File: src/rtl/calc2_pkg.sv
// Shared widths, command/response encodings, request record and the ALU function
// for the four-port calculator core.
package calc2_pkg;

  localparam int NUM_PORTS  = 4;
  localparam int FIFO_DEPTH = 4;
  localparam int DATA_W     = 32;
  localparam int TAG_W      = 2;
  localparam int CMD_W      = 4;
  localparam int RESP_W     = 2;
  localparam int PORT_W     = $clog2(NUM_PORTS);
  localparam int PTR_W      = $clog2(FIFO_DEPTH);

  typedef enum logic [CMD_W-1:0] {
    CMD_NOP = 4'd0,
    CMD_ADD = 4'd1,
    CMD_SUB = 4'd2,
    CMD_SHL = 4'd5,
    CMD_SHR = 4'd6
  } cmd_e;

  typedef enum logic [RESP_W-1:0] {
    RESP_NONE = 2'd0,
    RESP_OK   = 2'd1,
    RESP_ERR  = 2'd2
  } resp_e;

  typedef enum logic {
    CAP_IDLE,
    CAP_OP2
  } cap_state_e;

  // cmd is kept as raw bits: invalid encodings are queued and answered with an error.
  typedef struct packed {
    logic [CMD_W-1:0]  cmd;
    logic [TAG_W-1:0]  tag;
    logic [DATA_W-1:0] op1;
    logic [DATA_W-1:0] op2;
  } req_t;

  typedef struct packed {
    resp_e             resp;
    logic [DATA_W-1:0] data;
  } result_t;

  function automatic result_t alu(input req_t r);
    result_t       res;
    logic [DATA_W:0] sum;
    res.resp = RESP_OK;
    res.data = '0;
    sum      = {1'b0, r.op1} + {1'b0, r.op2};
    case (r.cmd)
      CMD_ADD: begin
        if (sum[DATA_W]) res.resp = RESP_ERR;
        else             res.data = sum[DATA_W-1:0];
      end
      CMD_SUB: begin
        if (r.op2 > r.op1) res.resp = RESP_ERR;
        else               res.data = r.op1 - r.op2;
      end
      CMD_SHL: res.data = r.op1 << r.op2[4:0];
      CMD_SHR: res.data = r.op1 >> r.op2[4:0];
      default: res.resp = RESP_ERR;
    endcase
    return res;
  endfunction

endpackage

File: src/rtl/calc2_port_queue.sv
// Per-port two-cycle command capture (cmd/tag/op1, then op2) feeding a 4-deep FIFO.
// Entry is visible at the head the cycle after op2; a push into a full FIFO is dropped.
module calc2_port_queue
  import calc2_pkg::*;
(
  input  logic              clk,
  input  logic              rst_n,
  input  logic [CMD_W-1:0]  cmd,
  input  logic [DATA_W-1:0] data,
  input  logic [TAG_W-1:0]  tag,
  input  logic              pop,
  output req_t              head,
  output logic              empty
);

  cap_state_e state, state_nxt;
  logic       capture;
  logic       push;

  logic [CMD_W-1:0]  cmd_q;
  logic [TAG_W-1:0]  tag_q;
  logic [DATA_W-1:0] op1_q;

  req_t             mem [FIFO_DEPTH];
  logic [PTR_W-1:0] wr_ptr;
  logic [PTR_W-1:0] rd_ptr;
  logic [PTR_W:0]   count;
  logic             full;
  logic             wr_en;
  logic             rd_en;

  always_ff @(posedge clk or negedge rst_n) begin
    if (!rst_n) state <= CAP_IDLE;
    else        state <= state_nxt;
  end

  always_comb begin
    state_nxt = state;
    capture   = 1'b0;
    push      = 1'b0;
    case (state)
      CAP_IDLE: begin
        if (cmd != CMD_NOP) begin
          capture   = 1'b1;
          state_nxt = CAP_OP2;
        end
      end
      CAP_OP2: begin
        push      = 1'b1;
        state_nxt = CAP_IDLE;
      end
      default: state_nxt = CAP_IDLE;
    endcase
  end

  always_ff @(posedge clk or negedge rst_n) begin
    if (!rst_n) begin
      cmd_q <= '0;
      tag_q <= '0;
      op1_q <= '0;
    end else if (capture) begin
      cmd_q <= cmd;
      tag_q <= tag;
      op1_q <= data;
    end
  end

  assign full  = (count == (PTR_W+1)'(FIFO_DEPTH));
  assign empty = (count == '0);
  assign wr_en = push && !full;
  assign rd_en = pop && !empty;
  assign head  = mem[rd_ptr];

  // op2 goes straight from the bus into the entry, so no op2 register is needed.
  always_ff @(posedge clk) begin
    if (wr_en) mem[wr_ptr] <= {cmd_q, tag_q, op1_q, data};
  end

  always_ff @(posedge clk or negedge rst_n) begin
    if (!rst_n) begin
      wr_ptr <= '0;
      rd_ptr <= '0;
      count  <= '0;
    end else begin
      if (wr_en) wr_ptr <= wr_ptr + 1'b1;
      if (rd_en) rd_ptr <= rd_ptr + 1'b1;
      case ({wr_en, rd_en})
        2'b10:   count <= count + 1'b1;
        2'b01:   count <= count - 1'b1;
        default: count <= count;
      endcase
    end
  end

endmodule

File: src/rtl/calc2_core.sv
// Four-port calculator: per-port queues, round-robin pick of one head per cycle,
// ALU result registered onto that port's lane for exactly one cycle.
module calc2_core
  import calc2_pkg::*;
(
  input  logic        c_clk,
  input  logic        reset,
  input  logic [3:0]  req1_cmd_in,
  input  logic [31:0] req1_data_in,
  input  logic [1:0]  req1_tag_in,
  input  logic [3:0]  req2_cmd_in,
  input  logic [31:0] req2_data_in,
  input  logic [1:0]  req2_tag_in,
  input  logic [3:0]  req3_cmd_in,
  input  logic [31:0] req3_data_in,
  input  logic [1:0]  req3_tag_in,
  input  logic [3:0]  req4_cmd_in,
  input  logic [31:0] req4_data_in,
  input  logic [1:0]  req4_tag_in,
  output logic [31:0] out_data1,
  output logic [1:0]  out_resp1,
  output logic [1:0]  out_tag1,
  output logic [31:0] out_data2,
  output logic [1:0]  out_resp2,
  output logic [1:0]  out_tag2,
  output logic [31:0] out_data3,
  output logic [1:0]  out_resp3,
  output logic [1:0]  out_tag3,
  output logic [31:0] out_data4,
  output logic [1:0]  out_resp4,
  output logic [1:0]  out_tag4,
  input  logic        a_clk,
  input  logic        b_clk,
  input  logic        scan_in,
  output logic        scan_out
);

  logic [CMD_W-1:0]  cmd_in  [NUM_PORTS];
  logic [DATA_W-1:0] data_in [NUM_PORTS];
  logic [TAG_W-1:0]  tag_in  [NUM_PORTS];

  req_t                 head [NUM_PORTS];
  logic [NUM_PORTS-1:0] empty;
  logic [NUM_PORTS-1:0] pop;

  logic [PORT_W-1:0] last_q;
  logic [PORT_W-1:0] grant_idx;
  logic [PORT_W-1:0] idx;
  logic              grant_vld;
  result_t           result;

  logic [RESP_W-1:0] resp_q [NUM_PORTS];
  logic [DATA_W-1:0] data_q [NUM_PORTS];
  logic [TAG_W-1:0]  tag_q  [NUM_PORTS];

  logic unused_scan;

  assign cmd_in[0] = req1_cmd_in;  assign data_in[0] = req1_data_in;  assign tag_in[0] = req1_tag_in;
  assign cmd_in[1] = req2_cmd_in;  assign data_in[1] = req2_data_in;  assign tag_in[1] = req2_tag_in;
  assign cmd_in[2] = req3_cmd_in;  assign data_in[2] = req3_data_in;  assign tag_in[2] = req3_tag_in;
  assign cmd_in[3] = req4_cmd_in;  assign data_in[3] = req4_data_in;  assign tag_in[3] = req4_tag_in;

  for (genvar g = 0; g < NUM_PORTS; g++) begin : g_port
    calc2_port_queue u_queue (
      .clk   (c_clk),
      .rst_n (reset),
      .cmd   (cmd_in[g]),
      .data  (data_in[g]),
      .tag   (tag_in[g]),
      .pop   (pop[g]),
      .head  (head[g]),
      .empty (empty[g])
    );
    assign pop[g] = grant_vld && (grant_idx == PORT_W'(g));
  end

  // Search starts one past the last served port and wraps back to it last.
  always_comb begin
    grant_vld = 1'b0;
    grant_idx = last_q;
    idx       = last_q;
    for (int i = 1; i <= NUM_PORTS; i++) begin
      idx = last_q + PORT_W'(i);
      if (!grant_vld && !empty[idx]) begin
        grant_vld = 1'b1;
        grant_idx = idx;
      end
    end
  end

  assign result = alu(head[grant_idx]);

  always_ff @(posedge c_clk or negedge reset) begin
    if (!reset) begin
      last_q <= PORT_W'(NUM_PORTS - 1);
      for (int i = 0; i < NUM_PORTS; i++) begin
        resp_q[i] <= '0;
        data_q[i] <= '0;
        tag_q[i]  <= '0;
      end
    end else begin
      if (grant_vld) last_q <= grant_idx;
      for (int i = 0; i < NUM_PORTS; i++) begin
        if (pop[i]) begin
          resp_q[i] <= result.resp;
          data_q[i] <= result.data;
          tag_q[i]  <= head[i].tag;
        end else begin
          resp_q[i] <= '0;
          data_q[i] <= '0;
          tag_q[i]  <= '0;
        end
      end
    end
  end

  assign out_resp1 = resp_q[0];  assign out_data1 = data_q[0];  assign out_tag1 = tag_q[0];
  assign out_resp2 = resp_q[1];  assign out_data2 = data_q[1];  assign out_tag2 = tag_q[1];
  assign out_resp3 = resp_q[2];  assign out_data3 = data_q[2];  assign out_tag3 = tag_q[2];
  assign out_resp4 = resp_q[3];  assign out_data4 = data_q[3];  assign out_tag4 = tag_q[3];

  assign scan_out    = 1'b0;
  assign unused_scan = a_clk ^ b_clk ^ scan_in;

endmodule

File: config.mk
export PLATFORM = sky130hd
export DESIGN_NAME = calc2_core
export DESIGN_NICKNAME = d
export VERILOG_FILES = /design/src/rtl/calc2_pkg.sv /design/src/rtl/calc2_port_queue.sv /design/src/rtl/calc2_core.sv
export SDC_FILE = /design/constraint.sdc
export NUM_CORES = 2
export LEC_CHECK = 0
export BUFFER_PORTS_ARGS = -buffer_cell sky130_fd_sc_hd__buf_4
export CAP_MARGIN = 25
export CORE_MARGIN = 1.5
export CORE_UTILIZATION = 64
export DETAILED_ROUTE_END_ITERATION = 10
export PLACE_DENSITY = 0.82
export SLEW_MARGIN = 40
export SYNTH_ARGS = -nofsm -noshare
export SYNTH_HDL_FRONTEND = slang
export SYNTH_SLANG_ARGS = --single-unit
export TNS_END_PERCENT = 100
File: constraint.sdc
create_clock -name c_clk -period 17.7 [get_ports c_clk]
set_clock_uncertainty 0.2 [all_clocks]
set_input_delay 3.54 -clock c_clk [delete_from_list [all_inputs] [get_ports c_clk]]
set_output_delay 3.54 -clock c_clk [all_outputs]
set_load 0.005 [all_outputs]
======== Word-level counts from Yosys, hierarchy flattened ========
Memory sizes are Yosys's and may differ from the RTL's.
Cells that the tools add are included.
storage, ports and cells
  register bits after elaboration ......... 330
  bits in latches ......................... 0
  RAM bits ................................ 1120
  bits in read-only memories .............. 0
  bits of input ports ..................... 157
  output and inout bits ................... 145
  memories kept ........................... 4
memories
  name                   depth  width  rd ports  clocked after memory_dff  write ports  RTL line                source
  g_port[0].u_queue.mem  4      70     1         0                         1            calc2_port_queue.sv:24  req_t mem [FIFO_DEPTH];
  g_port[1].u_queue.mem  4      70     1         0                         1            calc2_port_queue.sv:24
  g_port[2].u_queue.mem  4      70     1         0                         1            calc2_port_queue.sv:24
  g_port[3].u_queue.mem  4      70     1         0                         1            calc2_port_queue.sv:24
operators by class
  add/sub/neg operators ................... 21
  multipliers ............................. 0
  div/mod/pow operators ................... 0
  $lt $le $gt $ge ......................... 6
  equality and inequality tests ........... 19
  shifts and indexed selects .............. 2
  mux-type cells .......................... 65
  bitwise gates (word level) .............. 5
  reduce and logical (&&, ||, !) cells .... 42
operators by type and width
  operator                                                                number
  32-bit 2-to-1 mux                                                       6
  70-bit binary-select mux with 2-bit select                              1
  70-bit 2-to-1 mux                                                       2
  32-bit one-hot mux with 4 select lines                                  1
  32-bit by 32-bit adder with 33-bit output                               1
  32-bit greater-than comparator                                          1
  32-bit by 5-bit << shifter with 32-bit output                           1
  32-bit by 5-bit right shift with 32-bit output                          1
  32-bit subtractor                                                       1
  1-bit 2-to-1 mux                                                        28
  2-bit 2-to-1 mux                                                        14
  3-bit one-hot mux with 2 select lines                                   4
  2-bit by 1-bit adder with 2-bit output (second input constant)          9
  4-bit nonzero test                                                      4
  1-bit logical AND                                                       15
  1-bit logical NOT                                                       13
  3-bit by 1-bit adder with 3-bit output (second input constant)          4
  2-bit equality test (second input constant)                             6
  3-bit equality test (second input constant)                             4
  3-bit logical NOT                                                       4
  2-bit by 3-bit < comparator with 1-bit output (second input constant)   4
  3-bit by 1-bit subtractor with 3-bit output (second input constant)     4
  2-bit by 1-bit equality test with 1-bit output (second input constant)  5
  1-bit binary-select mux with 2-bit select                               4
  12 further kinds                                                        23

======== Depth between registers and ports, before layout ========
  depth in word-level cells ............... 20
  depth in mapped cells ................... 27
  gate-level depth less buffers ........... 21

======== Cells and area by module ========
Synthesis repeated with hierarchy kept, for this count alone.
second synthesis, totals
  cell total of the unflattened synthesis .. 3789
  area total of the unflattened synthesis .. 62273.5 sq um
by module, submodules not included
  module                                    times used  cells an instance  area an instance (sq um)
  calc2_port_queue (g_port[0].u_queue ...)  2           489                11942.7
  calc2_core                                1           1834               14478.9
  calc2_port_queue (g_port[1].u_queue)      1           488                11961.5
  calc2_port_queue (g_port[3].u_queue)      1           489                11947.7

======== Least setup slack after synthesis ========
No wires, ideal clock.
  path type ............................... register to register
  start ................................... register g_port[1].u_queue.rd_ptr[0]
  end ..................................... register data_q (netlist bit out_data1[9])
  library setup time ...................... 0.144 ns
  data arrival time ....................... 5.767 ns
  data required time ...................... 17.356 ns
  slack ................................... 11.589 ns
  stages on the path, launching flop included .. 23
  period minus slack after synthesis ...... 6.111 ns
  cells stage by stage .................... dfrtp_1 > buf_4 > buf_2 > buf_2 > buf_1 > mux4_2 > nand2_1 > nand3_1 > nand2_1 > ha_1 > inv_1 > fa_1 > a211oi_1 > o2111ai_1 > a311o_1 > a2111o_1 > and3_1 > o211ai_2 > buf_2 > buf_2 > o32ai_1 > a311oi_1 > a21oi_1
on the way
  longest elaborated chain between the ends .. 8
  elaborated cells on any way between the ends .. 17
  those cells by class .................... add/sub (2); order compare (1); eq/ne (4); shift (2); mux (7); memory (1)
RTL lines
  item                                                      RTL line                          source
  from (decl)                                               calc2_port_queue.sv:26            logic [PTR_W-1:0] rd_ptr;
  from (signal assigned)                                    calc2_port_queue.sv:86            if (rd_en) rd_ptr <= rd_ptr + 1'b1;
  memory read 4 x 70 bit (*)                                n/a
  70-bit binary-select mux with 2-bit select (*)            calc2_core.sv:91                  assign result = alu(head[grant_idx]);
  70-bit 2-to-1 mux (not written as such) (*) (2 in a row)  calc2_core.sv:91
  32-bit subtractor (tied with other cells)                 calc2_pkg.sv:59                   else res.data = r.op1 - r.op2;
  32-bit 2-to-1 mux, on equally long branches               calc2_pkg.sv:58, calc2_pkg.sv:54
  32-bit one-hot mux with 4 select lines (*)                calc2_pkg.sv:52                   case (r.cmd)
  32-bit 2-to-1 mux (*)                                     calc2_core.sv:104                 if (pop[i]) begin
  to (signal, indexed assignment)                           calc2_core.sv:106                 data_q[i] <= result.data;
  to (decl)                                                 calc2_core.sv:53                  logic [DATA_W-1:0] data_q [NUM_PORTS];
Mark *: on every way between the ends. The rest lies on a longest branch, timed or not. The select of a mux whose other input is x is not followed.
A chain may end at the register's enable or synchronous reset.

======== Final worst setup path ========
  start ................................... register g_port[1].u_queue.count[1]
  end ..................................... register data_q (netlist bit out_data3[5])
on the way
  longest elaborated chain between the ends .. 20
  elaborated cells on any way between the ends .. 44
  those cells by class .................... add/sub (2); order compare (1); eq/ne (5); shift (2); mux (23); bitwise (1); reduce/logical (10)
RTL lines
  item                                                  RTL line                          source
  from (decl)                                           calc2_port_queue.sv:27            logic [PTR_W:0] count;
  from (signal assigned)                                calc2_port_queue.sv:88            2'b10: count <= count + 1'b1;
  from (signal assigned)                                calc2_port_queue.sv:89            2'b01: count <= count - 1'b1;
  from (signal assigned)                                calc2_port_queue.sv:90            default: count <= count;
  3-bit logical NOT (*)                                 calc2_port_queue.sv:69            assign empty = (count == '0);
  1-bit binary-select mux with 2-bit select             calc2_core.sv:84                  if (!grant_vld && !empty[idx]) begin
  1-bit 2-to-1 mux (not written as such)                calc2_core.sv:84
  1-bit logical NOT                                     calc2_core.sv:84
  1-bit logical AND                                     calc2_core.sv:84
  1-bit 2-to-1 mux                                      calc2_core.sv:84
  1-bit logical NOT                                     calc2_core.sv:84
  1-bit logical AND                                     calc2_core.sv:84
  [... 3 more ...]                                      n/a
  2-bit 2-to-1 mux                                      calc2_core.sv:84
  2-bit NOT with 3-bit output (not written as such)     calc2_core.sv:91
  70-bit binary-select mux with 2-bit select            calc2_core.sv:91
  70-bit 2-to-1 mux (not written as such) (2 in a row)  calc2_core.sv:91
  32-bit subtractor (tied with other cells)             calc2_pkg.sv:59
  32-bit 2-to-1 mux, on equally long branches           calc2_pkg.sv:58, calc2_pkg.sv:54
  32-bit one-hot mux with 4 select lines                calc2_pkg.sv:52
  32-bit 2-to-1 mux (*)                                 calc2_core.sv:104
Marks and branches as above.

==> impl_metrics.yaml <==
setup_path:
  slowest_delay_ns: 0.68
  worstPathCellList: "or3_1 -> o221ai_4 -> o21ai_4 -> inv_2 -> buf_4 -> buf_4 -> nand2_1 -> nand3_1 -> and2_1 -> ha_1 -> inv_1 -> o21ai_0 -> o211ai_1 -> o21ai_1 -> a31oi_1 -> o31ai_1 -> a21o_1 -> buf_4 -> o22ai_1 -> o21ai_0 -> o2111ai_1 -> and2_1"
  worstPathRequired_ns: 18.13
  path_common_cell: "buf_4"
  critPathLaunchType: "flop"
  cpMaxStageDelayCell: "o21ai_0"
  worstPathArrival_ns: 9.87
  worst-path-max-fanout: 28
  critPathKind: "flop to flop"
  critPathCaptureType: "flop"
die:
  chipHeight_um: 314
  row_count: 113
  start_util: 0.648
  dieArea_um2: 98600
  io_pins: 302
  coreArea_um2: 95400
  dieWidth_um: 314
detailed_routing:
  routedWlPerCell_um: 33.4
  viasPerCell: 6.80
  drtAntennaViolNets: 0
  num_vias: 37100
  firstDrtPassIters: 6
  drtIter0Drc: 4919
  drc_errors: 0
  routed_wl_um: 182000
synthesis:
  synth_flop_cell: "edfxtp_1"
  synth.area.mux_share: 0.160
  ys_async_sr_fraction: 0.228
  syn_area_um2: 61900
  synth-xor-area-share: 0.00637
  synth_top_family_by_area: "multiplexers"
  syn_inst: 3761
  synthSimpleGateAreaFrac: 0.0574
  ys_types: 98
  ys_top_cells_by_area: "edfxtp_1 54%, dfrtp_1 13%, mux4_2 10%, mux2_2 3.4%, mux2i_1 2.6%"
  ys_seq_elements: 1450
  synthAdderAreaFrac: 0.0193
  avgSynthCellArea_um2: 16.5
  synth_edf_count: 1120
  synth_nets: 4010
  yosys.area.top_type: "edfxtp_1"
  yosysWarnings: 0
  synth-seq-area-share: 0.677
  synth_top_area_share: 0.544
  synth_compound_area_frac: 0.0556
clocking:
  tritoncts: "built"
  cts_sinks: 1450
  insertion_delay_ns: 0.78
  cts_setup_buffers: 0
  clk_path_buf_depth: 3
  post_cts_resized: 0
  cts_hold_buf: 0
  cts-buffers-inserted: 140
  root_buffer: "clkbuf_16"
  clk_pin_slew_worst_paths_ns: 0.06
  cts.htree.levels: 4
sta:
  final.min_clock_period_ns: 9.44
  finalSetupViolCount: 0
  drv_slew: 0
  hold_viol_final: 0
  relSlewSlack: 0.396
  period_share: 0.533
  worst_pin_slew_ns: 0.902
  setup_tns_ns: 0
  grt_setup_unrepaired: "no"
  max_freq_ghz: 0.106
layout:
  drive_above_1_share: 0.268
  design_area_um2: 70200
  instances_no_fill: 5461
  fin_nets: 4318
  utilization: 0.736
  synthToLayoutAreaGrowth_pct: 13.5
global_routing:
  grt_pass1_wl_um: 263000
  grt-ovfl-total: 0
  track_usage: 0.376
  grt_pass1_vias: 37400
  grt_max_degree: 154
  antenna_found_initial: 13
placement:
  dp.cells: 5189
  gp_congestion: 1.05
  portBuffers: 297
  hpwl_um: 116000
  placed_cell_area_um2: 65500
run:
  maxCapViolations: 0
worst_hold_path:
  hp-class: "flop to flop"
outcome:
  outcome: "finished, final reports clean"
-- metal layers --
layer	part of all wire	vias to the layer above	track usage
met3	0.083	438	0.0581
met5	0.00039	-	0
met2	0.48	2301	0.597
met4	0.063	10	0.206
li1	-	15300	-
met1	0.37	19100	0.507
-- cell type report --
cell class              count  area (um^2)
multi-input cells        1969        18700
flip-flops and latches   1450        41900
clock inverters            64          747
inverters                 148          573
well taps                1265         1580
repair buffers            360         2800
clock buffers             195         3890
diodes                     10         25.0
fillers                  5376        25200
-- stage by stage --
stage	hold WS, ns	worst slack, ns
2_1_floorplan	0.272	11.59
3_3_place_gp	0.287	8.48
3_5_place_dp	0.297	8.75
4_1_cts	0.302	8.63
5_1_grt	0.320	8.27
6_report	0.307	8.26
-- cells by family after synthesis --
logic type               after synthesis
XOR/XNOR                              45
AND/OR/NAND/NOR                      716
buffers and inverters                342
adder cells (fa/ha/maj)               92
flip-flops                          1450
multiplexers                         622
AO/OA/AOI/OAI                        493
other                                  1
-- state kept, by name, indices dropped and copies added, names as in the netlist, 4 cells and up --
signal                 cells
g_port.u_queue.state       4
g_port.u_queue.wr_ptr      8
g_port.u_queue.count      12
g_port.u_queue.cmd_q      16
g_port.u_queue.mem      1120
out_data4                 32
out_data1                 32
g_port.u_queue.rd_ptr      8
out_data2                 32
g_port.u_queue.op1_q     128
out_data3                 32
g_port.u_queue.tag_q       8
-- path summary, 6_finish.rpt --
| path | slack [ns] | cells after the start | from | to |
|---|---|---|---|---|
| min | 0.31 | 0 | g_port[0].u_queue.op1_q[6] | g_port[0].u_queue.mem[1][38] |
| max | 8.26 | 22 | g_port[1].u_queue.count[1] | out_data3[5] |
| min reg2reg | 0.31 | 0 | g_port[0].u_queue.op1_q[6] | g_port[0].u_queue.mem[1][38] |
| max reg2reg | 8.26 | 22 | g_port[1].u_queue.count[1] | out_data3[5] |
| max in group asynchronous | 13.08 | 3 | reset | g_port[1].u_queue.op1_q[21] |
| min in group asynchronous | 2.58 | 1 | reset | g_port[2].u_queue.wr_ptr[1] |
-- worst max-delay path: cells and delay by family, from the launching register on --
family / cells / cell delay [ns]
simple gates: 5 / 1.58
flops: 1 / 0.43
compound gates: 11 / 4.50
buf+inv: 5 / 2.09
fa+ha+maj: 1 / 0.38
-- cell usage after synthesis, drive strengths merged (6+ instances only) --
| master | instances |
|---|---|
| xor2 | 10 |
| o21bai | 11 |
| dfrtp | 328 |
| nand2 | 188 |
| nor3 | 54 |
| o21ai | 72 |
| a32oi | 6 |
| edfxtp | 1120 |
| a22oi | 13 |
| o2bb2ai | 8 |
| and2 | 124 |
| a21o | 12 |
| a211oi | 23 |
| nand3 | 84 |
| clkbuf | 84 |
| xnor2 | 35 |
| or3 | 14 |
| o211ai | 33 |
| inv | 145 |
| nand2b | 16 |
| and3 | 18 |
| buf | 110 |
| o22ai | 72 |
| ha | 86 |
| nor2b | 12 |
| nand4 | 6 |
| o211a | 6 |
| o32ai | 17 |
| o21a | 8 |
| a2111oi | 6 |
| fa | 6 |
| o221ai | 11 |
| a21oi | 72 |
| nor2 | 164 |
| o31ai | 7 |
| a31oi | 55 |
| mux2 | 186 |
| nor4 | 11 |
| a222oi | 6 |
| a221oi | 10 |
| mux2i | 159 |
| mux4 | 277 |
-- cell usage in the layout, fill, tap and decap left out, types with 12 or more instances in the layout --
master	n
clkbuf_16	142
nand3_1	83
clkbuf_8	13
o32ai_1	15
a21oi_1	71
nor2_1	159
clkbuf_1	39
o211ai_1	29
and2_1	107
inv_1	140
buf_4	338
nor2b_1	12
nand2_1	182
nor3_1	49
mux2i_1	159
a22oi_1	13
mux2_2	186
nand2b_1	16
buf_6	15
clkinv_2	22
mux4_2	277
a211oi_1	17
xnor2_1	35
a31oi_1	54
edfxtp_1	1120
or3_1	14
a21o_1	12
o21ai_0	64
and3_1	17
dfrtp_1	320
and2_4	16
o22ai_1	70
clkinv_1	13
ha_1	86
Power is left out: the tool's default activity adds up to more than one toggle a clock period on the data nets, which glitch-free logic cannot reach.
